<file path="src/rtl/display_scanner_pkg.sv">
// Shared constants and types for the multiplexed seven-segment scanner.
package display_scanner_pkg;

  localparam int unsigned NUM_DIGITS = 4;
  localparam int unsigned SEG_W      = 7;
  localparam int unsigned DIG_W      = 2;

  typedef enum logic {
    StDead = 1'b0,
    StOn   = 1'b1
  } scan_state_e;

  function automatic logic [NUM_DIGITS-1:0] dig_onehot(input logic [DIG_W-1:0] dig);
    return NUM_DIGITS'(1) << dig;
  endfunction

endpackage

</file>
<file path="src/rtl/display_scanner_scan_timer.sv">
// Slot counter and digit index: cnt runs 0..DIV-1 per slot, dig steps once per slot.
module display_scanner_scan_timer
  import display_scanner_pkg::*;
#(
  parameter int unsigned DIV   = 50000,
  parameter int unsigned CNT_W = $clog2(DIV)
) (
  input  logic             i_clk,
  input  logic             i_rst,
  output logic [CNT_W-1:0] o_cnt,
  output logic [DIG_W-1:0] o_dig,
  output logic             o_slot_end,
  output logic             o_frame_end
);

  logic [CNT_W-1:0] r_cnt;
  logic [DIG_W-1:0] r_dig;
  logic             w_slot_end;

  assign w_slot_end = (r_cnt == CNT_W'(DIV - 1));

  always_ff @(posedge i_clk) begin
    if (i_rst) begin
      r_cnt <= '0;
      r_dig <= '0;
    end else if (w_slot_end) begin
      r_cnt <= '0;
      r_dig <= r_dig + 1'b1;
    end else begin
      r_cnt <= r_cnt + 1'b1;
    end
  end

  assign o_cnt       = r_cnt;
  assign o_dig       = r_dig;
  assign o_slot_end  = w_slot_end;
  assign o_frame_end = w_slot_end && (r_dig == DIG_W'(NUM_DIGITS - 1));

endmodule

</file>
<file path="src/rtl/display_scanner.sv">
// Four-digit seven-segment scanner with per-slot dead time and frame-aligned double buffering.
module display_scanner
  import display_scanner_pkg::*;
#(
  parameter int unsigned DIV            = 50000,
  parameter int unsigned DEAD           = 1000,
  parameter bit          SEG_ACTIVE_LOW = 1'b1,
  parameter bit          AN_ACTIVE_LOW  = 1'b1
) (
  input  logic                        i_clk,
  input  logic                        i_rst,
  input  logic [NUM_DIGITS*SEG_W-1:0] i_seg_in,
  input  logic [NUM_DIGITS-1:0]       i_blank_in,
  input  logic                        i_load,
  output logic                        o_busy,
  output logic [NUM_DIGITS-1:0]       o_an,
  output logic [SEG_W-1:0]            o_seg_out,
  output logic                        o_frame_done
);

  localparam int unsigned CntW = $clog2(DIV);
  localparam logic [NUM_DIGITS-1:0] AnOff  = AN_ACTIVE_LOW ? '1 : '0;
  localparam logic [SEG_W-1:0]      SegOff = SEG_ACTIVE_LOW ? '1 : '0;

  if (DIV < 4 || DEAD < 1 || DEAD >= DIV) begin : g_bad_params
    $error("display_scanner: illegal DIV/DEAD combination");
  end

  logic [CntW-1:0]             w_cnt;
  logic [DIG_W-1:0]            w_dig;
  logic                        w_slot_end;
  logic                        w_frame_end;

  scan_state_e                 r_state;
  scan_state_e                 w_state_d;
  logic [NUM_DIGITS*SEG_W-1:0] r_pend_seg;
  logic [NUM_DIGITS-1:0]       r_pend_blank;
  logic                        r_pend_valid;
  logic [NUM_DIGITS*SEG_W-1:0] r_shad_seg;
  logic [NUM_DIGITS-1:0]       r_shad_blank;
  logic [NUM_DIGITS-1:0]       r_an;
  logic [SEG_W-1:0]            r_seg;

  logic                        w_lit;
  logic [SEG_W-1:0]            w_pat;
  logic [NUM_DIGITS-1:0]       w_an_d;
  logic [SEG_W-1:0]            w_seg_d;

  display_scanner_scan_timer #(
    .DIV  (DIV),
    .CNT_W(CntW)
  ) u_scan_timer (
    .i_clk      (i_clk),
    .i_rst      (i_rst),
    .o_cnt      (w_cnt),
    .o_dig      (w_dig),
    .o_slot_end (w_slot_end),
    .o_frame_end(w_frame_end)
  );

  always_comb begin
    w_state_d = r_state;
    if (w_slot_end) begin
      w_state_d = StDead;
    end else if (w_cnt == CntW'(DEAD - 1)) begin
      w_state_d = StOn;
    end
  end

  // Dig and shadow only change on edges that also enter DEAD, so current values are safe here.
  assign w_lit   = (w_state_d == StOn) && !r_shad_blank[w_dig];
  assign w_pat   = r_shad_seg[w_dig*SEG_W +: SEG_W];
  assign w_an_d  = w_lit ? (AN_ACTIVE_LOW ? ~dig_onehot(w_dig) : dig_onehot(w_dig)) : AnOff;
  assign w_seg_d = w_lit ? (SEG_ACTIVE_LOW ? ~w_pat : w_pat) : SegOff;

  always_ff @(posedge i_clk) begin
    if (i_rst) begin
      r_state      <= StDead;
      r_pend_seg   <= '0;
      r_pend_blank <= '1;
      r_pend_valid <= 1'b0;
      r_shad_seg   <= '0;
      r_shad_blank <= '1;
      r_an         <= AnOff;
      r_seg        <= SegOff;
    end else begin
      r_state <= w_state_d;
      r_an    <= w_an_d;
      r_seg   <= w_seg_d;
      if (w_frame_end && r_pend_valid) begin
        r_shad_seg   <= r_pend_seg;
        r_shad_blank <= r_pend_blank;
      end
      // A load on the boundary cycle refills pending while the old copy moves to shadow.
      if (i_load) begin
        r_pend_seg   <= i_seg_in;
        r_pend_blank <= i_blank_in;
        r_pend_valid <= 1'b1;
      end else if (w_frame_end) begin
        r_pend_valid <= 1'b0;
      end
    end
  end

  assign o_busy       = r_pend_valid;
  assign o_an         = r_an;
  assign o_seg_out    = r_seg;
  assign o_frame_done = w_frame_end;

endmodule

</file>
<file path="config.mk">
export PLATFORM = sky130hd
export DESIGN_NAME = display_scanner
export DESIGN_NICKNAME = d
export VERILOG_FILES = /design/src/rtl/display_scanner_pkg.sv /design/src/rtl/display_scanner_scan_timer.sv /design/src/rtl/display_scanner.sv
export SDC_FILE = /design/constraint.sdc
export NUM_CORES = 1
export LEC_CHECK = 0
export ABC_AREA = 0
export CAP_MARGIN = 20
export CORE_ASPECT_RATIO = 0.9
export CORE_UTILIZATION = 45
export CTS_CLUSTER_SIZE = 20
export DETAILED_ROUTE_END_ITERATION = 10
export DONT_BUFFER_PORTS = 1
export SYNTH_ARGS = -nofsm -noshare
export SYNTH_HDL_FRONTEND = slang
export SYNTH_HIERARCHICAL = 1
export SYNTH_SLANG_ARGS = --single-unit
</file>
<file path="constraint.sdc">
create_clock -name i_clk -period 2.6 [get_ports i_clk]
set_input_delay 0.39 -clock i_clk [delete_from_list [all_inputs] [get_ports i_clk]]
set_output_delay 0.39 -clock i_clk [all_outputs]
set_load 0.005 [all_outputs]
</file>
---- After elaboration in Yosys (flattened, before gate mapping) ----
Cells that the tools add are included.
cells by class
  bitwise operators ....................... 3
  reductions and logical operators ........ 7
  eq/ne operators ......................... 3
  add/subtract/negate cells ............... 2
  shifts and indexed selects .............. 2
  order comparisons ....................... 1
  $mul .................................... 1
  mux-type cells .......................... 6
operators by type and width
  operator                                                                      number
  28-bit by 6-bit indexed part select with 7-bit output                         1
  16-bit by 1-bit adder with 16-bit output, second input constant               1
  16-bit by 10-bit == test with 1-bit output, second input constant             1
  16-bit == test, second input constant                                         1
  7-bit NOT                                                                     1
  2-bit by 3-bit multiplier with 5-bit output, second input constant            1
  1-bit 2-to-1 mux                                                              5
  4-bit NOT                                                                     1
  2-bit OR reduction                                                            2
  1-bit by 2-bit << shifter with 4-bit output, first input constant             1
  1-bit logical AND                                                             3
  2-bit by 3-bit less-than comparator with 1-bit output, second input constant  1
  2-bit by 1-bit adder with 2-bit output, second input constant                 1
  1-bit binary-select mux with 2-bit select                                     1
  2-bit == test, second input constant                                          1
  2-bit nonzero test                                                            1
  1-bit zero test                                                               1
  1-bit NOT                                                                     1
word-level totals
  output and inout port bits .............. 13
  word-level logic and storage cells ...... 35
  register bits after elaboration ......... 95
  bits of input ports ..................... 35

---- Logic depth before layout (Yosys ltp) ----
Gate-level depths: netlist of run 1.
  depth after elaboration ................. 6
  mapped depth ............................ 9
  mapped depth without buffers ............ 7

---- By module ----
The synthesis of run 1 kept the hierarchy.
by module, submodules not included
  module                      cells each  sequential area each (um2)  times used  area each (um2)
  display_scanner             294         1541.5                      1           2849.0
  display_scanner_scan_timer  88          360.3                       1           810.8

---- Worst setup path before layout of run 1 ----
Ideal clock, no wire load.
  kind .................................... register to register
  start ................................... reg u_scan_timer.r_cnt[10], in the netlist u_scan_timer/o_cnt[10]
  end ..................................... reg r_shad_seg[10]
  library setup time ...................... 0.070 ns
  period minus slack after synthesis ...... 2.276 ns
  data required time ...................... 2.530 ns
  stages on the path, launching flop included .. 9
  path slack .............................. 0.324 ns
  buffers on the path ..................... 2
  arrival ................................. 2.205 ns
  cell sequence ........................... dfxtp_1 or4b_1 nor4_4 and2_1 and2_1 clkbuf_1 buf_2 nand2_1 a21oi_1
between the ends
  longest elaborated chain between the ends .. 3
RTL lines
  element                 line                              source
  start, declared         display_scanner_scan_timer.sv:16  logic [CNT_W-1:0] r_cnt;
  start signal, assigned  display_scanner_scan_timer.sv:30  r_cnt <= r_cnt + 1'b1;
  16-bit == test          display_scanner_scan_timer.sv:20  assign w_slot_end = (r_cnt == CNT_W'(DIV - 1));
  net w_slot_end          display_scanner.sv:31             logic w_slot_end;
  1-bit logical AND       display_scanner_scan_timer.sv:37  assign o_frame_end = w_slot_end && (r_dig == DIG_W'(NUM_DIGITS - 1));
  net o_frame_done        display_scanner.sv:18             output logic o_frame_done
  1-bit logical AND       display_scanner.sv:90             if (w_frame_end && r_pend_valid) begin
  end signal, assigned    display_scanner.sv:91             r_shad_seg <= r_pend_seg;
  end, declared           display_scanner.sv:39             logic [NUM_DIGITS*SEG_W-1:0] r_shad_seg;
The timed path passes the listed nets, and every way through them passes these cells.
A chain may end at the register's enable or synchronous reset.

---- Worst setup path after layout of run 1 ----
Same ends and word-level chain as after synthesis.

==> flow_metrics.py, run 1 <==
metrics = {
    "sta": {
        "maxSlewViolCount": 0,
        "max_slew.worst_pin.slew_ns": 0.5303,
        "max-slew-margin-rel": 0.6465,
        "finalCritPeriodShare": 0.8837,
        "fin_crit_ns": 2.298,
        "hold_viol": 0,
        "tns_ns": 0,
        "setup_viol": 0,
        "skew_ns": 0.01449,
        "max_freq_ghz": 0.4352,
        "postLayoutSetupSlackWorst_ns": 0.3025,
        "rsz0062_at_grt": "no",
    },
    "critical_path": {
        "cp_slowest_cell": "or4b_1",
        "critPathMostFrequentCell": "and2_1",
        "critPathMaxFanout": 32,
        "slowest_delay_ns": 0.59,
        "crit_arrival_ns": 2.58,
        "crit_chain": "or4b_1 > nor4_4 > and2_1 > and2_1 > buf_4 > nand2_1 > a21oi_1",
        "required_ns": 2.88,
        "endpoint_kind": "flip-flop",
        "cp-start-kind": "flip-flop",
        "criticalPathCategory": "flip-flop to flip-flop",
    },
    "final_layout": {
        "layout_common_cells": "95 x dfxtp_1, 68 x nand2_1, 53 x nor2_1, 29 x mux2i_1, 29 x a21oi_1",
        "fin_nets": 413,
        "final_common_cell": "dfxtp_1",
        "drive_gt1_frac": 0.07632,
        "area_growth_pct": 6.393,
        "antenna_cells": 0,
    },
    "clocking": {
        "clockRootBuffer": "clkbuf_8",
        "clock_latency_ns": 0.36,
        "ctsResizeCount": 0,
        "postCtsHoldBufs": 0,
        "clock-sinks": 95,
        "cts_setup_buffers": 0,
        "cts_max_level": 3,
        "clkTransAtPathRegs_ns": 0.09,
        "cts_made_buffers": 9,
        "clockBufferDepth": 2,
        "cts_tree": "yes",
    },
    "job": {
        "max_cap_violations": 0,
    },
    "run_status": {
        "status": "finished, final reports clean",
    },
    "die": {
        "core_area_sq_um": 7695,
        "chipHeight_um": 87.56,
        "rows": 30,
        "die_w_um": 97.06,
        "dieArea_sq_um": 8498,
        "initial_core_util": 0.4756,
        "pin_count": 48,
    },
    "power": {
        "vdd_ir_drop_max_v": 0.0003284,
        "leakagePower_nw": 1.422,
        "p_per_area_nw_per_um2": 628.5,
    },
    "placed_design": {
        "portBuffers": 0,
        "post-place-ws_ns": 0.3317,
        "gp_congestion": 0.7913,
        "hpwl_mm": 4.745,
    },
    "synthesis": {
        "yosysUniqueCellTypes": 33,
        "netlist_area_sq_um": 3660,
        "synth_nets": 419,
        "synth.area.top_cells": "dfxtp_1 52%, mux2i_1 7.9%, nand2_1 7.0%",
        "synth_largest_area_cell": "dfxtp_1",
        "ys_warn_count": 6,
        "ys_seq_area_frac": 0.5197,
        "syn_inst": 382,
        "syn_avg_cell_area_sq_um": 9.581,
        "synth_top_area_frac": 0.5197,
        "ys_seq_elements": 95,
    },
    "detailed_routing": {
        "drt-total-wl_mm": 7.073,
        "ant_nets": 0,
        "avgViaCountPerCell": 5.290,
        "vias": 2518,
        "firstDrtPassIters": 4,
        "routedWlPerCell_um": 14.86,
        "drt_iter0_markers": 81,
        "route.detailed.drc": 0,
    },
    "global_route": {
        "grt_overflow_total": 0,
        "grt_usage": 0.1751,
        "grt_pass1_vias": 2353,
        "grt_pass1_wl_mm": 11.66,
        "antenna_found_initial": 0,
        "grt_max_degree": 72,
    },
    "hold_path": {
        "hold_class": "input pin to flip-flop",
    },
}
-- stage by stage --
stage          utilization  area (sq um)  total power [mW]  hold WS (ns)  instances
2_1_floorplan            -          3660             1.621        0.4312        382
3_3_place_gp        0.4833          3719             1.606        0.4339        461
3_5_place_dp        0.4833          3719             1.608        0.4402        461
4_1_cts             0.5060          3894             2.476       0.08254        476
5_1_grt             0.5060          3894             2.548       0.07763        476
6_report            0.5060          3894             2.447       0.09132        476
-- routing by layer --
metal | vias to the layer above | GRT usage | routed length (um)
met4 | 0 | 0.05156 | 80
met1 | 1175 | 0.2275 | 3418
li1 | 1274 | - | -
met3 | 9 | 0.05986 | 347
met5 | - | 0 | 0
met2 | 60 | 0.2798 | 3227
-- report_power, final --
| part | switching, mW | leakage, nW | internal (mW) |
|---|---|---|---|
| Combinational | 0.0223 | 0.563 | 0.0371 |
| Sequential | 0.0241 | 0.773 | 1.49 |
| Clock | 0.477 | 0.0857 | 0.398 |
| Total | 0.523 | 1.42 | 1.92 |
-- cells by family after synthesis --
group,share of synthesized area
flops,0.5197
fa+ha+maj,0.006837
buf+inv,0.03761
simple gates,0.2185
xor+xnor,0.03590
compound gates,0.05197
mux,0.1296
-- Yosys cell counts --
cell / number
a211o_1: 4
a21oi_1: 29
a41o_1: 1
and2_1: 3
and4b_1: 2
buf_2: 11
buf_6: 1
buf_8: 1
clkbuf_1: 10
dfxtp_1: 95
ha_1: 2
inv_1: 5
mux2i_1: 29
mux4_1: 1
mux4_2: 7
nand2_1: 68
nand3_1: 14
nand3b_1: 4
nand4_1: 5
nand4b_1: 1
nor2_1: 53
nor2b_1: 5
nor3_1: 5
nor3_4: 1
nor3b_1: 1
nor4_1: 4
nor4_4: 1
nor4bb_1: 1
or2_1: 1
or4b_1: 1
or4b_4: 1
xnor2_1: 14
xor2_1: 1
-- worst paths after layout --
check	start	endpoint	slack, ns	depth (start not counted)
setup / recovery	u_scan_timer/o_cnt[10]	r_shad_seg[10]	0.30	7
hold / removal	i_rst	u_scan_timer/o_cnt[2]	0.09	1
setup reg to reg	u_scan_timer/o_cnt[10]	r_shad_seg[10]	0.30	7
hold reg to reg	r_pend_seg[8]	r_shad_seg[8]	0.45	2
-- worst max-delay path, delay by kind of cell (launching register included) --
family	cells	cell delay [ns]
compound gates	1	0.14
flops	1	0.36
buf+inv	1	0.32
simple gates	5	1.40
-- state kept, by name, summed over array words and instances, names as in the netlist --
name,flops
o_an,4
r_shad_blank,4
u_scan_timer/o_dig,2
r_state,1
r_shad_seg,28
u_scan_timer/o_cnt,16
o_busy,1
r_pend_seg,28
r_pend_blank,4
o_seg_out,7
-- layout make-up --
type | instances | area, sq um
Timing Repair Buffer | 6 | 57.56
Fill cell | 723 | 3801
Multi-Input combinational cell | 259 | 1620
Clock inverter | 2 | 16.27
Sequential cell | 95 | 1902
Inverter | 5 | 18.77
Tap cell | 96 | 120.1
Clock buffer | 13 | 158.9
No activity file was read; power rests on OpenSTA's default activity.
==> run 2: changes to the inputs <==
- SKIP_CTS_REPAIR_TIMING: default -> 1
==> results of run 2 <==
Same layout as run 1: the final DEF is identical, and so are final timing and power.
==> run 3: changes to the inputs <==
- clock period: 2.6 -> 2.2 ns (I/O delays scaled with it)
==> flow_metrics.py, run 3 (same netlist as run 1, synthesis figures left out) <==
metrics = {
    "sta": {
        "fin_crit_ns": 2.147,
        "finalCritPeriodShare": 0.9758,
        "hold_viol": 0,
        "setup_viol": 0,
        "fin_hold_ws_ns": 0.04333,
        "rsz0062_at_grt": "yes",
        "maxSlewViolCount": 0,
        "max-slew-margin-rel": 0.6087,
        "max_slew.worst_pin.slew_ns": 0.5861,
        "max_freq_ghz": 0.4658,
        "skew_ns": 0.01091,
    },
    "power": {
        "internal-power_mw": 2.446,
        "switchingPower_mw": 0.6375,
        "p_clk_frac": 0.397,
        "swShare": 0.2067,
        "p_per_area_nw_per_um2": 773.8,
        "vdd_ir_drop_max_v": 0.0004708,
        "p_comb_frac": 0.023,
        "leakagePower_nw": 1.475,
        "pwr-share-seq": 0.580,
    },
    "global_route": {
        "grt_use_met3": 0.04948,
        "met2_usage": 0.2945,
        "grtUsageMet1": 0.2095,
        "grt_max_degree": 72,
        "top_usage_layer": "met2",
        "grt_pass1_vias": 2348,
        "grt_pass1_wl_mm": 11.39,
        "grt_overflow_total": 0,
        "grt_usage": 0.1703,
        "antenna_found_initial": 0,
    },
    "hold_path": {
        "hp-start": "i_rst",
        "hold_depth": 1,
        "hold_end": "o_busy",
        "hold_class": "input pin to flip-flop",
    },
    "die": {
        "pin_count": 48,
        "die_w_um": 97.06,
        "rows": 30,
        "dieArea_sq_um": 8498,
        "core_area_sq_um": 7695,
        "initial_core_util": 0.4756,
        "chipHeight_um": 87.56,
    },
    "clocking": {
        "cts_max_level": 3,
        "clkTransAtPathRegs_ns": 0.09,
        "clock_latency_ns": 0.35,
        "clock-sinks": 95,
        "clockBufferDepth": 2,
        "clockRootBuffer": "clkbuf_8",
        "cts_made_buffers": 9,
        "cts_tree": "yes",
    },
    "critical_path": {
        "criticalPathCategory": "flip-flop to output pin",
        "r2r_end": "r_shad_seg[27]",
        "critPathMaxFanout": 6,
        "worstReg2RegStart": "u_scan_timer/o_cnt[4]",
        "cp-start-kind": "flip-flop",
        "rrSetupSlack_ns": 0.20,
        "endpoint_kind": "output pin",
        "r2r_cells": 7,
        "crit_arrival_ns": 1.82,
        "required_ns": 1.87,
    },
    "detailed_routing": {
        "firstDrtPassIters": 4,
        "drt_iter0_markers": 69,
        "vias": 2519,
        "ant_nets": 0,
        "avgViaCountPerCell": 5.226,
        "route.detailed.drc": 0,
        "routedWlPerCell_um": 14.39,
        "drt-total-wl_mm": 6.935,
    },
    "final_layout": {
        "fin_nets": 418,
        "area_growth_pct": 8.889,
        "final_core_util": 0.5179,
        "layout_common_cells": "92 x dfxtp_1, 68 x nand2_1, 53 x nor2_1, 29 x mux2i_1, 29 x a21oi_1",
        "drive_gt1_frac": 0.1088,
        "nFillCells": 732,
        "antenna_cells": 0,
        "final_common_cell": "dfxtp_1",
    },
    "placed_design": {
        "portBuffers": 0,
        "gp_congestion": 0.7589,
        "hpwl_mm": 4.636,
    },
    "job": {
        "max_cap_violations": 0,
    },
    "run_status": {
        "status": "finished, final reports clean",
    },
}
-- run 3: worst max-delay path by stage --
stage	startpoint	endpoint	slack, ns
2_1_floorplan	u_scan_timer/o_cnt[10]	r_shad_seg[10]	0.01
3_3_place_gp	u_scan_timer/o_cnt[4]	r_shad_seg[11]	0.24
3_5_place_dp	u_scan_timer/o_cnt[6]	r_shad_seg[12]	0.17
4_1_cts	u_scan_timer/o_cnt[6]	o_frame_done	0.006
5_1_grt	u_scan_timer/o_cnt[7]	o_frame_done	-0.02
6_report	u_scan_timer/o_cnt[4]	o_frame_done	0.05
-- run 3: area by class of cell --
class                   instances  area (sq um)  share of cell area
well taps                      96         120.1             0.03014
flip-flops and latches         95          1906              0.4782
repair buffers                 11         95.09             0.02386
inverters                       5         18.77            0.004710
clock buffers                   9         123.9             0.03108
clock inverters                 7         95.09             0.02386
multi-input cells             259          1627              0.4082
-- run 3: power groups by stage --
stage,Combinational (mW),Clock (mW),Sequential [mW]
floorplan,0.0983,0,1.82
global placement,0.0701,0,1.83
finish,0.0714,1.22,1.79
detailed placement,0.0727,0,1.83
CTS,0.0732,1.26,1.79
global route,0.0805,1.33,1.79
-- run 3: layer usage --
metal	part of all wire	vias up	wire (um)
li1	-	1287	-
met1	0.47	1184	3283
met2	0.48	41	3327
met3	0.037	7	260
met4	0.0091	0	63
met5	0	-	0
-- run 3: critical path, cell delays in order (launching register included) --
cell     delay [ns]
dfxtp_2        0.35
or4b_4         0.55
nor4_4         0.28
and2_4         0.19
buf_4          0.11
-- run 3: through the flow --
step	worst slack (ns)	instances	setup TNS, ns	area, sq um	total power [mW]
2_1_floorplan	0.01212	382	0	3675	1.916
3_3_place_gp	0.2401	465	0	3755	1.899
3_5_place_dp	0.1661	465	0	3755	1.901
4_1_cts	0.005740	481	0	3974	3.126
5_1_grt	-0.02045	482	-0.02045	3985	3.206
6_report	0.05333	482	0	3985	3.084
